<file path="src/rtl/io_bus_arbiter.sv">
// Two-master round-robin arbiter with ownership lock for the shared I/O register port.
// Define IOARB_LOCK_TIMEOUT_EN to force-release a lock whose owner stops requesting.
module io_bus_arbiter #(
    parameter int LOCK_TIMEOUT = 16,
    parameter int ADDR_W       = 16
) (
    input  logic              clk,
    input  logic              reset,
    input  logic              m0_req,
    input  logic              m0_lock,
    input  logic [1:0]        m0_we,
    input  logic [ADDR_W-1:0] m0_addr,
    input  logic [15:0]       m0_wdata,
    output logic              m0_gnt,
    output logic              m0_rvalid,
    output logic [15:0]       m0_rdata,
    input  logic              m1_req,
    input  logic              m1_lock,
    input  logic [1:0]        m1_we,
    input  logic [ADDR_W-1:0] m1_addr,
    input  logic [15:0]       m1_wdata,
    output logic              m1_gnt,
    output logic              m1_rvalid,
    output logic [15:0]       m1_rdata,
    output logic [ADDR_W-1:0] io_dread_addr,
    input  logic [15:0]       io_dread_data,
    output logic [ADDR_W-1:0] io_dwrite_addr,
    output logic [15:0]       io_dwrite_data,
    output logic [1:0]        io_dwrite_en,
    output logic [1:0]        owner,
    output logic              lock_abort
);

    localparam logic [1:0] UNLOCKED = 2'b00;
    localparam logic [1:0] OWN0     = 2'b01;
    localparam logic [1:0] OWN1     = 2'b10;

    if (LOCK_TIMEOUT < 1) begin : g_bad_cfg
        $error("io_bus_arbiter: LOCK_TIMEOUT must be at least 1");
    end

    logic [1:0] state_q, state_d;
    logic       last_q, last_d;   // 1 = M1 was granted last, so M0 wins the next tie
    logic       rv0_q, rv1_q;
    logic       timeout;

    always_comb begin
        m0_gnt = 1'b0;
        m1_gnt = 1'b0;
        case (state_q)
            OWN0:    m0_gnt = m0_req;
            OWN1:    m1_gnt = m1_req;
            default: begin
                if (m0_req && m1_req) begin
                    m0_gnt = last_q;
                    m1_gnt = !last_q;
                end else begin
                    m0_gnt = m0_req;
                    m1_gnt = m1_req;
                end
            end
        endcase
    end

    always_comb begin
        last_d  = last_q;
        state_d = state_q;
        if (m0_gnt)      last_d = 1'b0;
        else if (m1_gnt) last_d = 1'b1;
        case (state_q)
            UNLOCKED: begin
                if (m0_gnt && m0_lock)      state_d = OWN0;
                else if (m1_gnt && m1_lock) state_d = OWN1;
            end
            OWN0:    if (m0_gnt && !m0_lock) state_d = UNLOCKED;
            OWN1:    if (m1_gnt && !m1_lock) state_d = UNLOCKED;
            default: state_d = UNLOCKED;
        endcase
        if (timeout) state_d = UNLOCKED;
    end

    always_comb begin
        io_dread_addr  = '0;
        io_dwrite_data = '0;
        io_dwrite_en   = 2'b00;
        if (m0_gnt) begin
            io_dread_addr  = m0_addr;
            io_dwrite_data = m0_wdata;
            io_dwrite_en   = m0_we;
        end else if (m1_gnt) begin
            io_dread_addr  = m1_addr;
            io_dwrite_data = m1_wdata;
            io_dwrite_en   = m1_we;
        end
    end
    assign io_dwrite_addr = io_dread_addr;

    always_ff @(posedge clk or negedge reset) begin
        if (!reset) begin
            state_q <= UNLOCKED;
            last_q  <= 1'b1;
            rv0_q   <= 1'b0;
            rv1_q   <= 1'b0;
        end else begin
            state_q <= state_d;
            last_q  <= last_d;
            rv0_q   <= m0_gnt && (m0_we == 2'b00);
            rv1_q   <= m1_gnt && (m1_we == 2'b00);
        end
    end

    // Read data comes straight from the I/O system; the registered rvalid picks the target.
    assign m0_rvalid = rv0_q;
    assign m1_rvalid = rv1_q;
    assign m0_rdata  = io_dread_data;
    assign m1_rdata  = io_dread_data;
    assign owner     = state_q;

`ifdef IOARB_LOCK_TIMEOUT_EN
    localparam int CNT_W = $clog2(LOCK_TIMEOUT + 1);

    logic [CNT_W-1:0] cnt_q, cnt_d;
    logic             abort_q;
    logic             idle;

    assign idle    = (state_q == OWN0 && !m0_req) || (state_q == OWN1 && !m1_req);
    assign timeout = idle && (cnt_q == CNT_W'(LOCK_TIMEOUT - 1));
    // Clearing on timeout means the counter never wraps while a lock is still held.
    assign cnt_d   = (idle && !timeout) ? cnt_q + CNT_W'(1) : '0;

    always_ff @(posedge clk or negedge reset) begin
        if (!reset) begin
            cnt_q   <= '0;
            abort_q <= 1'b0;
        end else begin
            cnt_q   <= cnt_d;
            abort_q <= timeout;
        end
    end
    assign lock_abort = abort_q;
`else
    assign timeout    = 1'b0;
    assign lock_abort = 1'b0;
`endif

endmodule

</file>
<file path="config.mk">
export PLATFORM = sky130hd
export DESIGN_NAME = io_bus_arbiter
export DESIGN_NICKNAME = d
export VERILOG_FILES = /design/src/rtl/io_bus_arbiter.sv
export SDC_FILE = /design/constraint.sdc
export NUM_CORES = 1
export LEC_CHECK = 0
export ABC_CLOCK_PERIOD_IN_PS = 3300
export CORE_ASPECT_RATIO = 0.75
export CORE_UTILIZATION = 22
export CTS_CLUSTER_DIAMETER = 30
export DETAILED_ROUTE_END_ITERATION = 8
export PLACE_DENSITY = 0.83
export SLEW_MARGIN = 20
export SYNTH_ARGS = -nofsm -noshare
export SYNTH_HDL_FRONTEND = slang
export SYNTH_SLANG_ARGS = --single-unit
</file>
<file path="constraint.sdc">
create_clock -name clk -period 3.3 [get_ports clk]
set_input_delay 0.66 -clock clk [delete_from_list [all_inputs] [get_ports clk]]
set_output_delay 0.66 -clock clk [all_outputs]
set_load 0.01 [all_outputs]
</file>
Word level (Yosys, flattened, before mapping)
Cells that the tools add are included.
{"block": "classes", "eq_ne": 5, "n_mux": 17, "reduce_logical": 15}
{"op": "$mux W16", "n": 4}
{"op": "$mux W2", "n": 6}
{"op": "$logic_and A1 B1 Y1", "n": 7}
{"op": "$logic_not A2 Y1", "n": 3}
{"op": "$pmux W2 S3", "n": 1}
{"op": "$mux W1", "n": 4}
{"op": "$ne A2 B2 Y1 const B", "n": 2}
{"op": "$pmux W1 S2", "n": 2}
{"op": "$logic_not A1 Y1", "n": 3}
{"op": "$ne A3 B3 Y1 const B", "n": 1}
{"op": "$reduce_and A3 Y1", "n": 1}
{"op": "$eq A2 B1 Y1 const B", "n": 1}
{"op": "$eq A2 B2 Y1 const B", "n": 1}
{"op": "$reduce_bool A2 Y1", "n": 1}
{"block": "totals", "register_bits": 5, "wordCells": 41}

Longest topological paths before layout
Gate-level depths: netlist of the first run.
{"block": "depth", "ltp_word": 7, "mapped_depth": 9, "mapped_depth_nobuf": 7}

Worst setup path before layout of the first run
Ideal clock, no wire load.
{"block": "synth_path", "path_kind": "register to output", "startpoint": "reg state_q[0] (netlist: owner[0])", "endpoint": "out io_dwrite_addr[10]", "t_arrival_ns": 2.081, "required_ns": 2.640, "setup_slack_ns": 0.559, "stages_incl_launch_ff": 10, "path_buffers": 3, "path_cell_list": "dfrtp_1 -> inv_1 -> ha_1 -> or3b_1 -> nand3_2 -> inv_2 -> buf_6 -> buf_6 -> a22o_1 -> buf_4"}
{"block": "synth_between", "word_cells_on_any_way": 6}
{"element": "from (decl)", "line": "42", "source": "logic [1:0] state_q, state_d;"}
{"element": "from (signal assigned)", "line": "105", "source": "state_q <= state_d;"}
{"element": "$eq A2 B2 Y1 / $eq A2 B1 Y1 (equally long branches)", "line": "50", "source": "case (state_q)"}
{"element": "$pmux W1 S2 *", "line": "50"}
{"element": "via m0_gnt", "line": "14", "source": "output logic m0_gnt,"}
{"element": "$mux W16 *", "line": "86", "source": "if (m0_gnt) begin"}
{"element": "to (decl)", "line": "27", "source": "output logic [ADDR_W-1:0] io_dwrite_addr,"}
Mark *: on every way through the listed nets, which the timed path passes. The rest lies on a longest branch.

Final worst setup path of the first run
{"block": "layout_path", "startpoint": "in m1_req", "endpoint": "out io_dwrite_addr[9]"}
{"block": "layout_between", "elab_chain_len": 5, "word_cells_on_any_way": 7}
{"element": "from (decl)", "line": "17", "source": "input logic m1_req,"}
{"element": "$logic_and A1 B1 Y1", "line": "54", "source": "if (m0_req && m1_req) begin"}
{"element": "$mux W1", "line": "54"}
{"element": "$pmux W1 S2", "line": "50"}
{"element": "$mux W16", "line": "90", "source": "end else if (m1_gnt) begin"}
{"element": "$mux W16 *", "line": "86"}
Every way passes the cells marked *; elsewhere a longest branch is shown, timed or not.

==> reports/metrics.yaml, run 1 <==
cells_and_area:
  nets: 312
  final_area_mm2: 0.00211
  final_layout_size_suffix_gt1_share_pct: 8.29
  diodes: 0
  syn_to_final_growth_pct: 92.2
logic_synthesis:
  synth_compound_area_share_pct: 32.4
  synth_fa_ha_area_share_pct: 4.55
  synthSimpleGateAreaFrac_pct: 9.56
  syn_inst: 131
  yosysUniqueCellTypes: 27
  synth_top_family_by_area: "buffers and inverters"
  synth_top_area_share_pct: 35.5
  syn-num-nets: 225
  muxShareOfSynthArea_pct: 0
  netlist.top_cell.by_area: "buf_4"
  avgSynthCellArea_um2: 8.40
  ys_seq_elements: 5
  yosysWarnings: 0
  ys_seq_area_share_pct: 11.5
  synth-xor-area-share_pct: 0
  netlist_area_mm2: 0.00110
  synth.area.top_cells: "buf_4 35%, a22o_1 27%, dfrtp_1 9.1%"
sta:
  finalMaxSlewViolations: 0
  hold_violations: 0
  skew_ns: 0.00616
  period_minus_slack_ns: 3.24
  setup_viol: 0
  fin_crit_sh_pct: 98.3
  fin_hold_ws_ns: 0.576
  max_freq_mhz: 308
  rsz0062_at_grt: "true"
clocking:
  cts_tree: "yes"
  clk_path_buf_depth: 2
  clock-sinks: 5
  cts_hold_buffers: 0
  htreeDepth: 1
  numCtsBuffers: 3
  clk_pin_slew_ns: 0.03
  clock_latency_ns: 0.23
  cts_root_buffer: "clkbuf_8"
grt:
  gr-total-overflow: 0
  grt_max_degree: 38
  grt_pass1_wl_um: 6150
  grt.total_usage_pct: 14.2
  antenna_found_initial: 0
  first_global_vias: 1211
setup_path:
  reg2reg_to: "owner[0]"
  crit_type: "in -> out"
  start_kind: "input port"
  required_ns: 2.64
  path_max_fanout: 16
  cp-endpoint: "io_dwrite_addr[9]"
  critical_path.top_delay_family: "buffers and inverters"
  end_kind: "primary output"
  path_cells: "clkdlybuf4s50_1 -> or3b_4 -> nand3_2 -> inv_2 -> nor2_4 -> buf_12 -> buf_4 -> a22o_1 -> dlygate4sd2_1"
  reg2reg_depth: 7
  cpMaxStageDelayCell: "clkdlybuf4s50_1"
  path_depth: 9
  worstPathArrival_ns: 2.58
  critPathMaxStageDelay_ns: 0.50
  timing.rr.start: "owner[0]"
  cp_num_buf_inv: 5
  r2r_setup_slack_ns: 1.29
  startpoint: "m1_req"
detailed_routing:
  drt-total-wl_um: 3950
  dr.first_iter.drc_count: 47
  ant_nets: 0
  dr.pass1.iters: 4
  drc: 0
  via_per_inst: 4.55
  dr_total_vias: 1248
  detail_route.wl_per_cell_um: 14.4
run_status:
  status: "finished, final reports clean"
die:
  die_h_um: 63.2
  die_w_um: 83.6
  pin_count: 179
  core_area_mm2: 0.00462
  initial_core_util_pct: 23.8
  die_area_mm2: 0.00529
  fp-row-count: 21
run:
  drv_cap: 0
place:
  hpwl_um: 3290
  numPortBuffers: 129
  gp_congestion: 0.889
  dpl-instance-area_mm2: 0.00210
power:
  peakVddDrop_mv: 0.324
  p_total_mw: 1.36
  p_leak_nw: 1.02
  power-per-cell-area_mw_per_mm2: 642
hold_path:
  hold_path_startpoint: "last_q"
  hp-class: "reg -> reg"
cell usage after synthesis:
cell and number:
o21ai_0 2, a41o_1 1, nand2b_1 3, dfstp_2 1
and3b_1 1, a21oi_1 3, a31oi_1 1, or3b_1 1
nand2_1 1, inv_1 5, buf_6 4, nor4_1 1
o31ai_1 1, a311o_1 1, nor2_4 1, nor2b_1 1
nor3_1 2, a22o_1 34, dfrtp_1 4, and3_1 1
ha_1 4, nand3_2 1, conb_1 1, inv_2 1
nand3b_1 1, nor2_1 2, buf_4 52
placed cells by master, fill, tap and decap left out, types with 2 or more instances in the layout:
cell type,Yosys,routed
dfrtp_1,4,4
a21oi_1,3,3
o21ai_0,2,2
inv_1,5,5
clkdlybuf4s15_1,0,2
clkbuf_8,0,3
nor2_1,2,2
ha_1,4,3
buf_12,0,2
nand2b_1,3,3
dlygate4sd2_1,0,48
clkdlybuf4s50_1,0,79
buf_4,52,6
a22o_1,34,34
nor3_1,2,2
worst min-delay path by stage:
stage	end	slack (ns)	cells past startpoint
floorplan	m0_rvalid	0.36	0
global placement	last_q	0.54	2
detailed placement	last_q	0.55	2
CTS	last_q	0.56	2
global route	last_q	0.60	2
finish	last_q	0.58	2
final cells by class:
| type | instances | area, um2 |
|---|---|---|
| flip-flops and latches | 5 | 126 |
| clock buffers | 4 | 45.0 |
| fillers | 478 | 2510 |
| multi-input cells | 64 | 520 |
| inverters | 6 | 22.5 |
| repair buffers | 138 | 1330 |
| well taps | 57 | 71.3 |
worst reg2reg max path, cell delays in order, from the launching register on:
cell,delay (ns)
dfrtp_1,0.40
inv_1,0.13
ha_2,0.32
or3b_4,0.40
nand3_2,0.10
inv_2,0.06
buf_6,0.18
a311o_1,0.30
state kept, by name (all words and copies together), names as in the netlist:
register / count
owner: 2
last_q: 1
m0_rvalid: 1
m1_rvalid: 1
what timing repair did:
action / 4_1_cts / 5_1_grt
resized for setup: 52 / 3
endpoints found under the setup margin: 50 / 4
buffers inserted: 2 / 0
pin swaps: 0 / 0
power breakdown:
group | switching (mW) | leakage, nW | internal, mW
Combinational | 0.531 | 0.936 | 0.610
Sequential | 0.0153 | 0.0641 | 0.0848
Clock | 0.0330 | 0.0228 | 0.0832
metal layers:
metal	global-route usage [%]	vias to the layer above	part of all wire, %
met5	0	-	0
met4	1.69	0	0.051
met3	6.42	2	11
met2	25.0	86	49
met1	16.4	562	40
li1	-	598	-
metrics by stage:
stage,worst slack [ns],instances,util (%),TNS (ns)
finish,0.0551,274,45.7,0
detailed placement,-0.101,268,45.5,-3.18
CTS,0.0708,274,45.6,0
global placement,-0.0499,268,45.5,-1.08
floorplan,0.559,131,-,0
global route,-0.00505,274,45.7,-0.00974
cells by family (layout without fill, tap and decap cells):
group	count (synthesis)	count (layout)
AO/OA/AOI/OAI	43	43
adder cells (fa/ha/maj)	4	4
buffers and inverters	62	148
flip-flops	5	5
other	1	1
AND/OR/NAND/NOR	16	16
(Power assumes the default switching activity.)
==> run 2: changes to the inputs <==
- CTS_CLUSTER_DIAMETER: 30 -> 150
==> results of run 2 <==
The final DEF is identical to that of run 1; final timing and power are the same.
